$ cat src/rtl/ram_req_adapter.sv
// ============================================================================
// Module   : ram_req_adapter
// Purpose  : Valid/ready front end for a single-port 32-bit on-chip RAM.
//            Accepts one transaction at a time, checks range and alignment,
//            turns byte-masked writes into read-modify-write sequences and
//            returns read data captured from the RAM's one-cycle read port.
// Ports    : clk, rst_n                          clock, async active-low reset
//            req_valid/req_ready/req_addr/req_we/req_wdata/req_be  request
//            rsp_valid/rsp_ready/rsp_rdata/rsp_err                 response
//            ram_addr/ram_wdata/ram_write_en/ram_read_en/ram_rdata RAM side
// Revision : 1.0 - initial release
// ============================================================================
`default_nettype none

module ram_req_adapter #(
    parameter logic [31:0] ADDR_BASE = 32'h0000_0000,
    parameter int          MEM_DEPTH = 16384
) (
    input  logic        clk,
    input  logic        rst_n,
    input  logic        req_valid,
    output logic        req_ready,
    input  logic [31:0] req_addr,
    input  logic        req_we,
    input  logic [31:0] req_wdata,
    input  logic [3:0]  req_be,
    output logic        rsp_valid,
    input  logic        rsp_ready,
    output logic [31:0] rsp_rdata,
    output logic        rsp_err,
    output logic [31:0] ram_addr,
    output logic [31:0] ram_wdata,
    output logic        ram_write_en,
    output logic        ram_read_en,
    input  logic [31:0] ram_rdata
);

    // Window size in bytes, one bit wider so 4*MEM_DEPTH cannot overflow.
    localparam logic [32:0] WINDOW_BYTES = 33'(MEM_DEPTH) * 33'd4;

    typedef enum logic [2:0] {
        IDLE = 3'd0,
        RD   = 3'd1,
        RDW  = 3'd2,
        WR   = 3'd3,
        RESP = 3'd4
    } state_t;

    state_t      state;
    logic        we_lat;
    logic [3:0]  be_lat;

    logic [31:0] offset;
    logic        addr_bad;
    logic [31:0] merged;

    // Unsigned check: an address below the base wraps to a huge offset and
    // is also rejected by the explicit >= test.
    assign offset   = req_addr - ADDR_BASE;
    assign addr_bad = (req_addr[1:0] != 2'b00)
                    || (req_addr < ADDR_BASE)
                    || ({1'b0, offset} >= WINDOW_BYTES);

    // Byte merge for partial writes: enabled lanes from the latched write
    // data (held in ram_wdata), the rest from the word just read.
    always_comb begin
        merged = ram_rdata;
        for (int i = 0; i < 4; i++) begin
            if (be_lat[i]) begin
                merged[8*i +: 8] = ram_wdata[8*i +: 8];
            end
        end
    end

    assign req_ready = (state == IDLE);

    always_ff @(posedge clk or negedge rst_n) begin
        if (!rst_n) begin
            state        <= IDLE;
            we_lat       <= 1'b0;
            be_lat       <= 4'h0;
            rsp_valid    <= 1'b0;
            rsp_rdata    <= 32'h0;
            rsp_err      <= 1'b0;
            ram_addr     <= 32'h0;
            ram_wdata    <= 32'h0;
            ram_write_en <= 1'b0;
            ram_read_en  <= 1'b0;
        end else begin
            case (state)
                IDLE: begin
                    if (req_valid) begin
                        ram_addr  <= offset;
                        we_lat    <= req_we;
                        be_lat    <= req_be;
                        ram_wdata <= req_wdata;
                        rsp_rdata <= 32'h0;
                        rsp_err   <= 1'b0;
                        if (addr_bad) begin
                            rsp_err   <= 1'b1;
                            rsp_valid <= 1'b1;
                            state     <= RESP;
                        end else if (!req_we) begin
                            ram_read_en <= 1'b1;
                            state       <= RD;
                        end else if (req_be == 4'hF) begin
                            ram_write_en <= 1'b1;
                            state        <= WR;
                        end else if (req_be == 4'h0) begin
                            // Nothing to write: acknowledge straight away.
                            rsp_valid <= 1'b1;
                            state     <= RESP;
                        end else begin
                            ram_read_en <= 1'b1;
                            state       <= RD;
                        end
                    end
                end
                RD: begin
                    ram_read_en <= 1'b0;
                    state       <= RDW;
                end
                RDW: begin
                    if (we_lat) begin
                        ram_wdata    <= merged;
                        ram_write_en <= 1'b1;
                        state        <= WR;
                    end else begin
                        rsp_rdata <= ram_rdata;
                        rsp_valid <= 1'b1;
                        state     <= RESP;
                    end
                end
                WR: begin
                    ram_write_en <= 1'b0;
                    rsp_valid    <= 1'b1;
                    state        <= RESP;
                end
                RESP: begin
                    if (rsp_ready) begin
                        rsp_valid <= 1'b0;
                        state     <= IDLE;
                    end
                end
                default: begin
                    ram_read_en  <= 1'b0;
                    ram_write_en <= 1'b0;
                    rsp_valid    <= 1'b0;
                    state        <= IDLE;
                end
            endcase
        end
    end

endmodule

`default_nettype wire

$ cat config.mk
export PLATFORM = sky130hd
export DESIGN_NAME = ram_req_adapter
export DESIGN_NICKNAME = d
export VERILOG_FILES = /design/src/rtl/ram_req_adapter.sv
export SDC_FILE = /design/constraint.sdc
export NUM_CORES = 1
export LEC_CHECK = 0
export ABC_AREA = 1
export BUFFER_PORTS_ARGS = -buffer_cell sky130_fd_sc_hd__buf_2
export CAP_MARGIN = 10
export CORE_UTILIZATION = 48
export CTS_CLUSTER_DIAMETER = 50
export DETAILED_ROUTE_END_ITERATION = 16
export PLACE_DENSITY_LB_ADDON = 0.12
export SYNTH_ARGS = -nofsm -noshare
export SYNTH_HDL_FRONTEND = slang
export SYNTH_SLANG_ARGS = --single-unit
$ cat constraint.sdc
create_clock -name clk -period 1.94 [get_ports clk]
set_input_delay 0.388 -clock clk [delete_from_list [all_inputs] [get_ports clk]]
set_output_delay 0.388 -clock clk [all_outputs]
set_load 0.005 [all_outputs]
-- Word-level counts from Yosys, hierarchy flattened
Index checks and enable logic that the tools add are counted.
- order comparisons: 2
- equality and inequality tests: 21
- mux-type cells: 39
- bitwise operators: 3
- reductions and logical operators: 18
- operators with widths (operator ; number):
    $mux W32 ; 4
    $pmux W32 S2 ; 2
    $ge A32 B17 Y1 const B ; 1
    $lt A32 B1 Y1 const B ; 1
    $mux W8 ; 4
    $mux W3 ; 7
    $mux W1 ; 18
    $ne A2 B2 Y1 const B ; 9
    $reduce_and A4 Y1 ; 4
    $pmux W3 S5 ; 1
    $ne A3 B3 Y1 const B ; 3
    $reduce_and A7 Y1 ; 1
    $eq A3 B2 Y1 const B ; 2
    $ne A3 B1 Y1 const B ; 2
    $reduce_and A6 Y1 ; 1
    $pmux W1 S5 ; 1
    $reduce_and A5 Y1 ; 1
    $eq A4 B4 Y1 const B ; 1
    $logic_not A4 Y1 ; 1
    $ne A2 B1 Y1 const B ; 2
    $reduce_and A2 Y1 ; 2
    $reduce_bool A2 Y1 ; 2
    $eq A3 B1 Y1 const B ; 1
    $eq A3 B3 Y1 const B ; 1
    8 further kinds ; 11
- register bits after elaboration: 108
- input bits: 105
- output and inout port bits: 101
- word-level logic and storage cells: 96

-- Longest topological paths before layout
Gate-level depths: netlist of run 1.
- word-level depth: 7
- depth in mapped cells: 9
- mapped depth without buffers: 9

-- Least setup slack after synthesis of run 1
Ideal clock, no wire load.
- path type: reg2reg
- start point: register state[2]
- end point: register ram_wdata[13]
- library setup time: 0.119 ns
- data arrival time: 1.331 ns
- data required time: 1.821 ns
- path slack: 0.490 ns
- stages on the path, launching flop included: 9
- path buffers: 1
- period minus slack after synthesis: 1.450 ns
- cell sequence: dfrtp_1 > nor2_4 > nand2_2 > inv_2 > nand2_4 > o21ai_4 > buf_6 > nand3_1 > o21a_1
- word-level cells in the longest chain between the ends: 3
- elaborated cells on any way between the ends: 8
- classes of those cells: eq/ne: 4; mux: 1; reduce/logical: 3
- RTL lines (what ; RTL line ; text):
    from (decl) ; 49 ; state_t state;
    from (signal assigned) ; 79 ; state <= IDLE;
    from (signal assigned) ; 102 ; state <= RESP;
    from (signal assigned) ; 105 ; state <= RD;
    $eq A3 B2 Y1 or $logic_not A3 Y1 (tied branches) ; 90 ; case (state)
    $ne A2 B2 Y1 (no line) or $reduce_bool A2 Y1 (tied branches) ; -- ;
    $reduce_and A4 Y1 (no line) ; -- ;
    to (signal assigned) ; 96 ; ram_wdata <= req_wdata;
    to (signal assigned) ; 125 ; ram_wdata <= merged;
    to (decl) ; 32 ; output logic [31:0] ram_wdata,
Several ways; a longest one is shown, not always the timed one.
A chain may end at the register's enable or synchronous reset.

-- Final worst setup path of run 1
- start point: register state[2]
- end point: output req_ready
- word-level cells in the longest chain between the ends: 1
- RTL lines (what ; RTL line ; text):
    $logic_not A3 Y1 ; 75 ; assign req_ready = (state == IDLE);
    to (decl) ; 22 ; output logic req_ready,
Every way passes these cells.

==> results of run 1 <==
routing by layer:
metal	vias up	share of wire	wire, µm
met5	-	0	0
met4	0	0.018	215
met3	17	0.074	875
met2	155	0.47	5620
met1	2078	0.43	5140
li1	2174	-	-
flip-flops by register name, indices dropped and copies added (netlist names):
register      count
rsp_rdata        32
be_lat            4
state             3
we_lat            1
ram_read_en       1
ram_wdata        32
rsp_valid         1
ram_addr         32
rsp_err           1
ram_write_en      1
layout make-up:
cell class / count / area [µm²]
Clock buffer: 11 / 141
Clock inverter: 2 / 37.5
Fill cell: 907 / 3640
Inverter: 50 / 190
Multi-Input combinational cell: 371 / 1770
Sequential cell: 108 / 2700
Tap cell: 133 / 166
Timing Repair Buffer: 215 / 1130
cell usage in the layout, fill, tap and decap left out:
cell        count
nor2_1         27
nand2_2         3
nand3b_1        1
o21ai_0        29
nand2_4         1
clkbuf_1        1
nand4_1         4
nand3_1        70
o21a_1         32
inv_4           1
o21ai_2         1
nand2_1       179
bufinv_16       1
buf_2         204
buf_12          2
nor2_4          1
inv_1          47
clkbuf_8       10
a21oi_1         3
o21ai_1        15
inv_2           2
buf_4           9
dfrtp_1       108
o21ai_4         4
clkinvlp_4      1
nor2_8          1
worst max-delay path: cells and delay by family, from the launching register on:
family | cells | cell delay, ns
flip-flops | 1 | 0.44
buffers and inverters | 2 | 0.35
AND/OR/NAND/NOR | 2 | 0.28
cell families after synthesis:
family	synth area share
simple gates	0.252
buf+inv	0.0746
flops	0.560
compound gates	0.114
worst paths after layout:
check | slack [ns] | from | endpoint
max in group asynchronous | 1.41 | rst_n | rsp_rdata[7]$_DFFE_PN0P_
min in group clk | 0.22 | req_addr[10] | ram_addr[10]$_DFFE_PN0P_
hold / removal | 0.08 | rst_n | ram_wdata[22]$_DFFE_PN0P_
setup / recovery | 0.13 | state[2]$_DFFE_PN0P_ | req_ready
hold reg to reg | 0.47 | ram_addr[11]$_DFFE_PN0P_ | ram_addr[11]$_DFFE_PN0P_
setup reg to reg | 0.26 | state[2]$_DFFE_PN0P_ | ram_wdata[23]$_DFFE_PN0P_
power breakdown:
part	leakage, nW	internal (mW)	switching [mW]	total (mW)
combinational	1.80	1.10	1.30	2.40
sequential	1.34	2.98	0.418	3.39
clock	0.0874	0.613	0.708	1.32
total	3.23	4.69	2.43	7.11
stage by stage:
| step | util | power [mW] | setup slack (ns) |
|---|---|---|---|
| floorplan | - | 4.76 | 0.490 |
| global placement | 0.609 | 5.79 | 0.352 |
| detailed placement | 0.609 | 5.88 | 0.286 |
| CTS | 0.627 | 7.21 | 0.105 |
| global route | 0.627 | 7.64 | 0.0133 |
| finish | 0.627 | 7.11 | 0.129 |
==> metrics, run 1 <==
fin crit share=0.933; Core Area=9770 µm²; met3 usage=0.0547; Critical Path Fanout Max=7; Final ANT Viol Nets=0; non-filler cells, final=890; Via Count=4424; Starting DRT DRC Count=156; cell taking the most area after synthesis=dfrtp_1; main area contributors after synthesis=dfrtp_1 (56%), nand2_1 (14%), nand3_1 (7.3%); met1 global-route usage=0.291; LEAKAGE=3.23 nW; synthesized area per cell=8.69 µm²; met2 usage in global routing=0.389; Post-Syn Nets=roughly 660; Std-Cell Rows=36; VDD IR max=0.000628 V; first-pass GRT wire length=18800 µm; Worst-path clk slew=about 0.090 ns; number of enable flip-flop cells after synthesis=0; CP Capture Type=primary output; hold buffer count at CTS=0; vias in the first global route=4112; post-cts repair resize count=0; Slew Viols, Final=0; DP HPWL=8680 µm; die area=between 10000 and 15000 µm²; Synth Warn #=0; Die Y=102 µm; Hold WC Path Type=input port to asynchronous set/reset pin; crit-path cells=nor2_4, nand2_2, inv_1, buf_2; RSZ-0062 raised after global routing=no; final setup fails=0; vias per cell=4.97; Post-synth ARST share=1.00; Req. time, crit path=1.55 ns; H-tree Lvls=3; Max Root-Sink Buffers=2; final hold violation count=0; initial antenna violation count=0; Synth top area share=0.560; DR WL/cell=~13 µm; max-slew headroom at the worst pin=0.611; Slew @ Worst Pin=approximately 0.58 ns; placed insts=a little under 900; gpl congestion=approximately 0.8; Ant. Diodes=0; Max Cap Viol=0; GRT overflow=0; f_max=0.552 GHz; critical path's slowest cell=dfrtp_1; WL final=11800 µm; Port Buffers=205; Netlist cell types=23; Die Wd=roughly 100 µm; most frequent cell after synthesis=nand2_1; crit-path max cell delay=between 0.4 and 0.5 ns; largest net degree at the start of global routing=109; layout cell share with drive strength beyond 1=0.318; number of top-level pins=206; Post-CTS Setup Repair Bufs=0; Post-route DRC=0; busiest grt layer=met2; Root Driver=clkbuf_8; Post-synth top cells=nand2_1 (179), dfrtp_1 (108), nand3_1 (70), inv_1 (47), o21a_1 (32); Clock Sinks=108; minimum clock period=1.81 ns; CTS Buf Count=9; clk_skew=0.00702 ns; TritonCTS clock tree=done; ys flop type=dfrtp_1; Final nets=860; DP Area=5950 µm²; FF+latch count, synth=108; status=finished clean; post-synthesis sequential area ratio=0.560; Worst Path Class, Setup=register to primary output; First-pass DRT Iterations=4; Cell Area, Synth=4830 µm²; GR Util All Layers=0.233; worst endpoint data arrival time=1.42 ns; Final TNS setup=0 ns; Mapped Cells=roughly 560; Syn-to-layout area delta=27.0%; PwrDens=1160 nW/µm²; Initial Util=0.494; clock latency on the worst-skew pair=0.36 ns; final hold slack=0.0765 ns; fin area=6130 µm²; R2R depth=8; CP startpoint kind=register
Power figures use the tool's default switching activity.
==> inputs of run 2 (changes only) <==
CTS_BUF_LIST = sky130_fd_sc_hd__clkbuf_16   (was unset)
==> metrics, run 2 (same netlist as run 1, synthesis figures left out) <==
sw power=2.48 mW (+2.1%); most frequent cells in the layout=buf_2 (204), nand2_1 (179), dfrtp_1 (108); RSZ-0062 raised after global routing=no; DR WL/cell=13.4 µm (+0.51%); layout cell share with drive strength beyond 1=0.317 (-0.00132); Final nets=860 (unchanged); clock network power share=0.229 (+0.043); Initial Util=0.494 (unchanged); CP startpoint kind=register; final setup fails=0 (unchanged); Slew @ Worst Pin=0.581 ns (-0.00252 ns); combinational power share=0.319 (-0.018); Die Y=102 µm (unchanged); Syn-to-layout area delta=28.9%; Worst-path clk slew=0.06 ns (-0.03 ns); biggest regs=ram_addr x32, ram_wdata x32, rsp_rdata x32; largest net degree at the start of global routing=109 (unchanged); LEAKAGE=3.27 nW (+1.4%); VDD IR max=0.000656 V (+4.4%); Die Wd=102 µm (unchanged); vias per cell=4.98 (+0.25%); Clock Sinks=108 (unchanged); GRT overflow=0 (unchanged); R2R depth=8 (unchanged); Final TNS setup=0 ns (unchanged); Finished Core Util=0.637 (+0.00934); First-pass DRT Iterations=4 (unchanged); gpl congestion=0.788 (unchanged); Starting DRT DRC Count=178 (+14%); CTS Buf Count=9 (unchanged); initial antenna violation count=0 (unchanged); DP HPWL=8680 µm (unchanged); Internal Pwr Total=5.05 mW (+7.7%); number of top-level pins=206 (unchanged); clock latency on the worst-skew pair=0.34 ns (-0.02 ns); Seq pwr share=0.452 (-0.025); die area=10500 µm² (unchanged); post-cts repair resize count=0 (unchanged); WL final=11900 µm (+0.51%); crit path to=req_ready; fin crit share=0.920 (-0.0135); CP Capture Type=primary output; switching fraction of total power=0.329 (-0.0120); Req. time, crit path=1.55 ns (about the same); clk_skew=0.00364 ns (-0.00338 ns); Final ANT Viol Nets=0 (unchanged); FF-to-FF Start=state[2]$_DFFE_PN0P_; PwrDens=1210 nW/µm² (+4.3%); Worst R2R Setup Slack=0.27 ns (about the same); vias in the first global route=4132 (+0.49%); Root Driver=clkbuf_16; Hold WC Path Type=input port to asynchronous set/reset pin; worst endpoint data arrival time=1.40 ns (-0.02 ns); GR Util All Layers=0.233 (unchanged); Slew Viols, Final=0 (unchanged); TritonCTS clock tree=done; Std-Cell Rows=36 (unchanged); commonest non-fill, non-tap cell in the layout=buf_2; minimum clock period=1.78 ns (-0.0261 ns); status=finished clean; origin of the worst setup path=state[2]$_DFFE_PN0P_; Post-CTS Setup Repair Bufs=0 (unchanged); Core Area=9770 µm² (unchanged); Ant. Diodes=0 (unchanged); f_max=0.560 GHz (+1.5%); Post-route DRC=0 (unchanged); Max Cap Viol=0 (unchanged); first-pass GRT wire length=18900 µm (+0.44%); Critical Path Fanout Max=7 (unchanged); Max Root-Sink Buffers=2 (unchanged); max-slew headroom at the worst pin=0.613 (+0.00168); final hold violation count=0 (unchanged); Via Count=4435 (+0.25%); H-tree Lvls=3 (unchanged); Port Buffers=205 (unchanged); R2R Path End=ram_wdata[23]$_DFFE_PN0P_; Worst Path Class, Setup=register to primary output; hold buffer count at CTS=0 (unchanged)
-- run 2: changes by cell type in the layout (fill, tap and decap cells not counted) --
cell	delta
clkbuf_1	-1
clkbuf_16	+9
clkbuf_8	-10
clkinv_1	+1
inv_1	+1
-- run 2: layout make-up --
| class | instances | area, µm² |
|---|---|---|
| Multi-Input combinational cell | 371 | 1770 |
| Inverter | 50 | 190 |
| Sequential cell | 108 | 2700 |
| Timing Repair Buffer | 215 | 1130 |
| Clock inverter | 4 | 45.0 |
| Fill cell | 885 | 3550 |
| Tap cell | 133 | 166 |
| Clock buffer | 9 | 225 |
-- run 2: worst min-delay path by stage --
stage	endpoint	depth (start not counted)	from	slack [ns]
floorplan	be_lat[0]$_DFFE_PN0P_	0	rst_n	0.09
global placement	ram_addr[24]$_DFFE_PN0P_	2	ram_addr[24]$_DFFE_PN0P_	0.45
detailed placement	ram_addr[11]$_DFFE_PN0P_	2	ram_addr[11]$_DFFE_PN0P_	0.45
CTS	ram_wdata[21]$_DFFE_PN0P_	2	rst_n	0.16
global route	ram_wdata[22]$_DFFE_PN0P_	2	rst_n	0.15
finish	ram_wdata[22]$_DFFE_PN0P_	2	rst_n	0.11
-- run 2: metal layers --
layer,wire length [µm],vias up,track usage
met5,0,-,0
met3,881,21,0.0595
li1,-,2177,-
met2,5650,160,0.392
met4,221,0,0.0912
met1,5160,2077,0.288
-- run 2: critical path, cell delays in order (launching register included) --
cell     delay [ns]
dfrtp_1        0.43
nor2_4         0.16
nand2_2        0.12
inv_1          0.19
buf_2          0.16
-- run 2: power groups by stage --
stage / logic (mW) / clock network (mW) / registers [mW]
5_1_grt: 2.72 / 1.84 / 3.49
3_5_place_dp: 2.45 / 0 / 3.44
6_report: 2.40 / 1.72 / 3.40
3_3_place_gp: 2.38 / 0 / 3.41
2_1_floorplan: 1.27 / 0 / 3.49
4_1_cts: 2.45 / 1.77 / 3.41
-- run 2: per-stage QoR --
step                      total power [mW]  area (µm²)  hold slack, ns  setup WS (ns)  instances
after detailed placement              5.88        5950           0.454          0.286        877
after global routing                  8.05        6220           0.154         0.0479        890
after floorplan                       4.76        4830          0.0924          0.490        556
after global placement                5.79        5950           0.449          0.352        877
after CTS                             7.63        6220           0.157          0.139        890
final                                 7.53        6220           0.114          0.156        890
==> inputs of run 3 (changes only) <==
==> constraint.sdc (replaced) <==
create_clock -name clk -period 1.94 [get_ports clk]
set_input_delay 0.194 -clock clk [delete_from_list [all_inputs] [get_ports clk]]
set_output_delay 0.194 -clock clk [all_outputs]
set_load 0.005 [all_outputs]
==> metrics, run 3 (same netlist as run 1, synthesis figures left out) <==
status=finished clean; TritonCTS clock tree=done; LEAKAGE=3.30 nW (+0.81%); DP Area=5960 µm² (about the same); fin area=6280 µm² (+0.96%); most frequent cells in the layout=buf_2 (204), nand2_1 (179), dfrtp_1 (108); Via Count=4439 (+0.090%); worst endpoint data arrival time=1.92 ns (+0.52 ns); Slew @ Worst Pin=0.576 ns (-0.00562 ns); Req. time, crit path=2.17 ns (+0.62 ns); die area=10500 µm² (unchanged); GRT overflow=0 (unchanged); Critical Path Fanout Max=17 (+10); Core Area=9770 µm² (unchanged); clock latency on the worst-skew pair=0.34 ns (about the same); Starting DRT DRC Count=176 (-1.1%); Initial Util=0.494 (unchanged); H-tree Lvls=3 (unchanged); Port Buffers=205 (unchanged); clk_skew=0.00369 ns (+0.0000498 ns); vias in the first global route=4117 (-0.36%); GR Util All Layers=0.237 (+0.00378); max layer used=met4; Ant. Diodes=0 (unchanged); Max Cap Viol=0 (unchanged); final setup fails=0 (unchanged); number of top-level pins=206 (unchanged); Worst-path clk slew=0.07 ns (about the same); Slew Viols, Final=0 (unchanged); Hold WC Path Type=input port to register; first-pass GRT wire length=19200 µm (+1.2%); Std-Cell Rows=36 (unchanged); max-slew headroom at the worst pin=0.616 (+0.00374); biggest regs=ram_addr x32, ram_wdata x32, rsp_rdata x32; Worst R2R Setup Slack=0.25 ns (-0.02 ns); Clock Sinks=108 (unchanged); post-cts repair resize count=0 (unchanged); Die Y=102 µm (unchanged); Syn-to-layout area delta=30.1%; Final TNS setup=0 ns (unchanged); final hold violation count=0 (unchanged); f_max=0.592 GHz (+5.7%); Root Driver=clkbuf_16; Final nets=860 (unchanged); WL final=11900 µm (about the same); gpl congestion=0.800 (+1.5%); layout cell share with drive strength beyond 1=0.318 (+0.00138); Worst Path Class, Setup=register to register; First-pass DRT Iterations=5 (+1); CP startpoint kind=register; metal2 WL=5700 µm (+0.96%); Post-route DRC=0 (unchanged); DR WL/cell=13.3 µm (-0.24%); vias per cell=4.97 (-0.25%); VDD IR max=0.000626 V (-4.6%); wl on met1=5110 µm (-0.95%); CP Capture Type=register; minimum clock period=1.69 ns (-0.0965 ns); routed wl met3=911 µm (+3.4%); Max Root-Sink Buffers=2 (unchanged); Die Wd=102 µm (unchanged); Tot Pwr=7.76 mW (+3.1%); DP HPWL=8590 µm (-1.1%); CTS Buf Count=9 (unchanged); largest net degree at the start of global routing=109 (unchanged); Final ANT Viol Nets=0 (unchanged); fin crit share=0.870 (-0.0497); initial antenna violation count=0 (unchanged); RSZ-0062 raised after global routing=no; PwrDens=1230 nW/µm² (+2.1%); commonest non-fill, non-tap cell in the layout=buf_2
-- run 3: final timing paths --
path	end	start	depth (start not counted)
min reg2reg	ram_addr[2]$_DFFE_PN0P_	ram_addr[2]$_DFFE_PN0P_	2
max	ram_wdata[16]$_DFFE_PN0P_	state[2]$_DFFE_PN0P_	8
max in group asynchronous	rsp_rdata[9]$_DFFE_PN0P_	rst_n	3
min	ram_addr[3]$_DFFE_PN0P_	req_addr[3]	3
min in group asynchronous	rsp_rdata[22]$_DFFE_PN0P_	rst_n	3
max reg2reg	ram_wdata[16]$_DFFE_PN0P_	state[2]$_DFFE_PN0P_	8
-- run 3: cell type report --
type                       count  area (µm²)
timing repair buffer         215        1140
multi-input combinational    371        1770
clock inverter                 7        90.1
tap                          133         166
fill                         890        3490
sequential                   108        2700
clock buffer                   9         225
inverter                      50         190
-- run 3: where the power goes --
group          internal (mW)  total [mW]  switching, mW  leakage (nW)
logic                   1.11        2.40           1.29          1.80
registers               2.98        3.41          0.428          1.34
clock network           1.13        1.95          0.822         0.155
total                   5.22        7.76           2.54          3.30
-- run 3: worst max-delay path: stages, from the launching register on --
cell and delay [ns]:
dfrtp_1 0.43, nor2_4 0.16, nand2_2 0.12, nor2_8 0.11, inv_4 0.07, buf_4 0.21
o21ai_4 0.19, nand3_1 0.14, o21a_1 0.14
-- run 3: layer usage --
metal | track usage | vias up
met1 | 0.306 | 2070
met5 | 0 | -
li1 | - | 2185
met3 | 0.0451 | 17
met2 | 0.401 | 167
met4 | 0.0824 | 0
-- run 3: timing repair --
action	CTS	global route
buffers inserted	0	0
endpoints found under the hold margin	108	0
hold buffers	1	0
endpoints found under the setup margin	0	0
-- run 3: metrics by stage --
step / util / worst slack, ns / hold slack [ns] / std cells
finish: 0.643 / 0.252 / 0.0505 / 893
global route: 0.643 / 0.137 / 0.0494 / 893
CTS: 0.643 / 0.247 / 0.0398 / 893
detailed placement: 0.610 / 0.261 / 0.316 / 876
global placement: 0.610 / 0.353 / 0.318 / 876
floorplan: - / 0.490 / -0.102 / 556
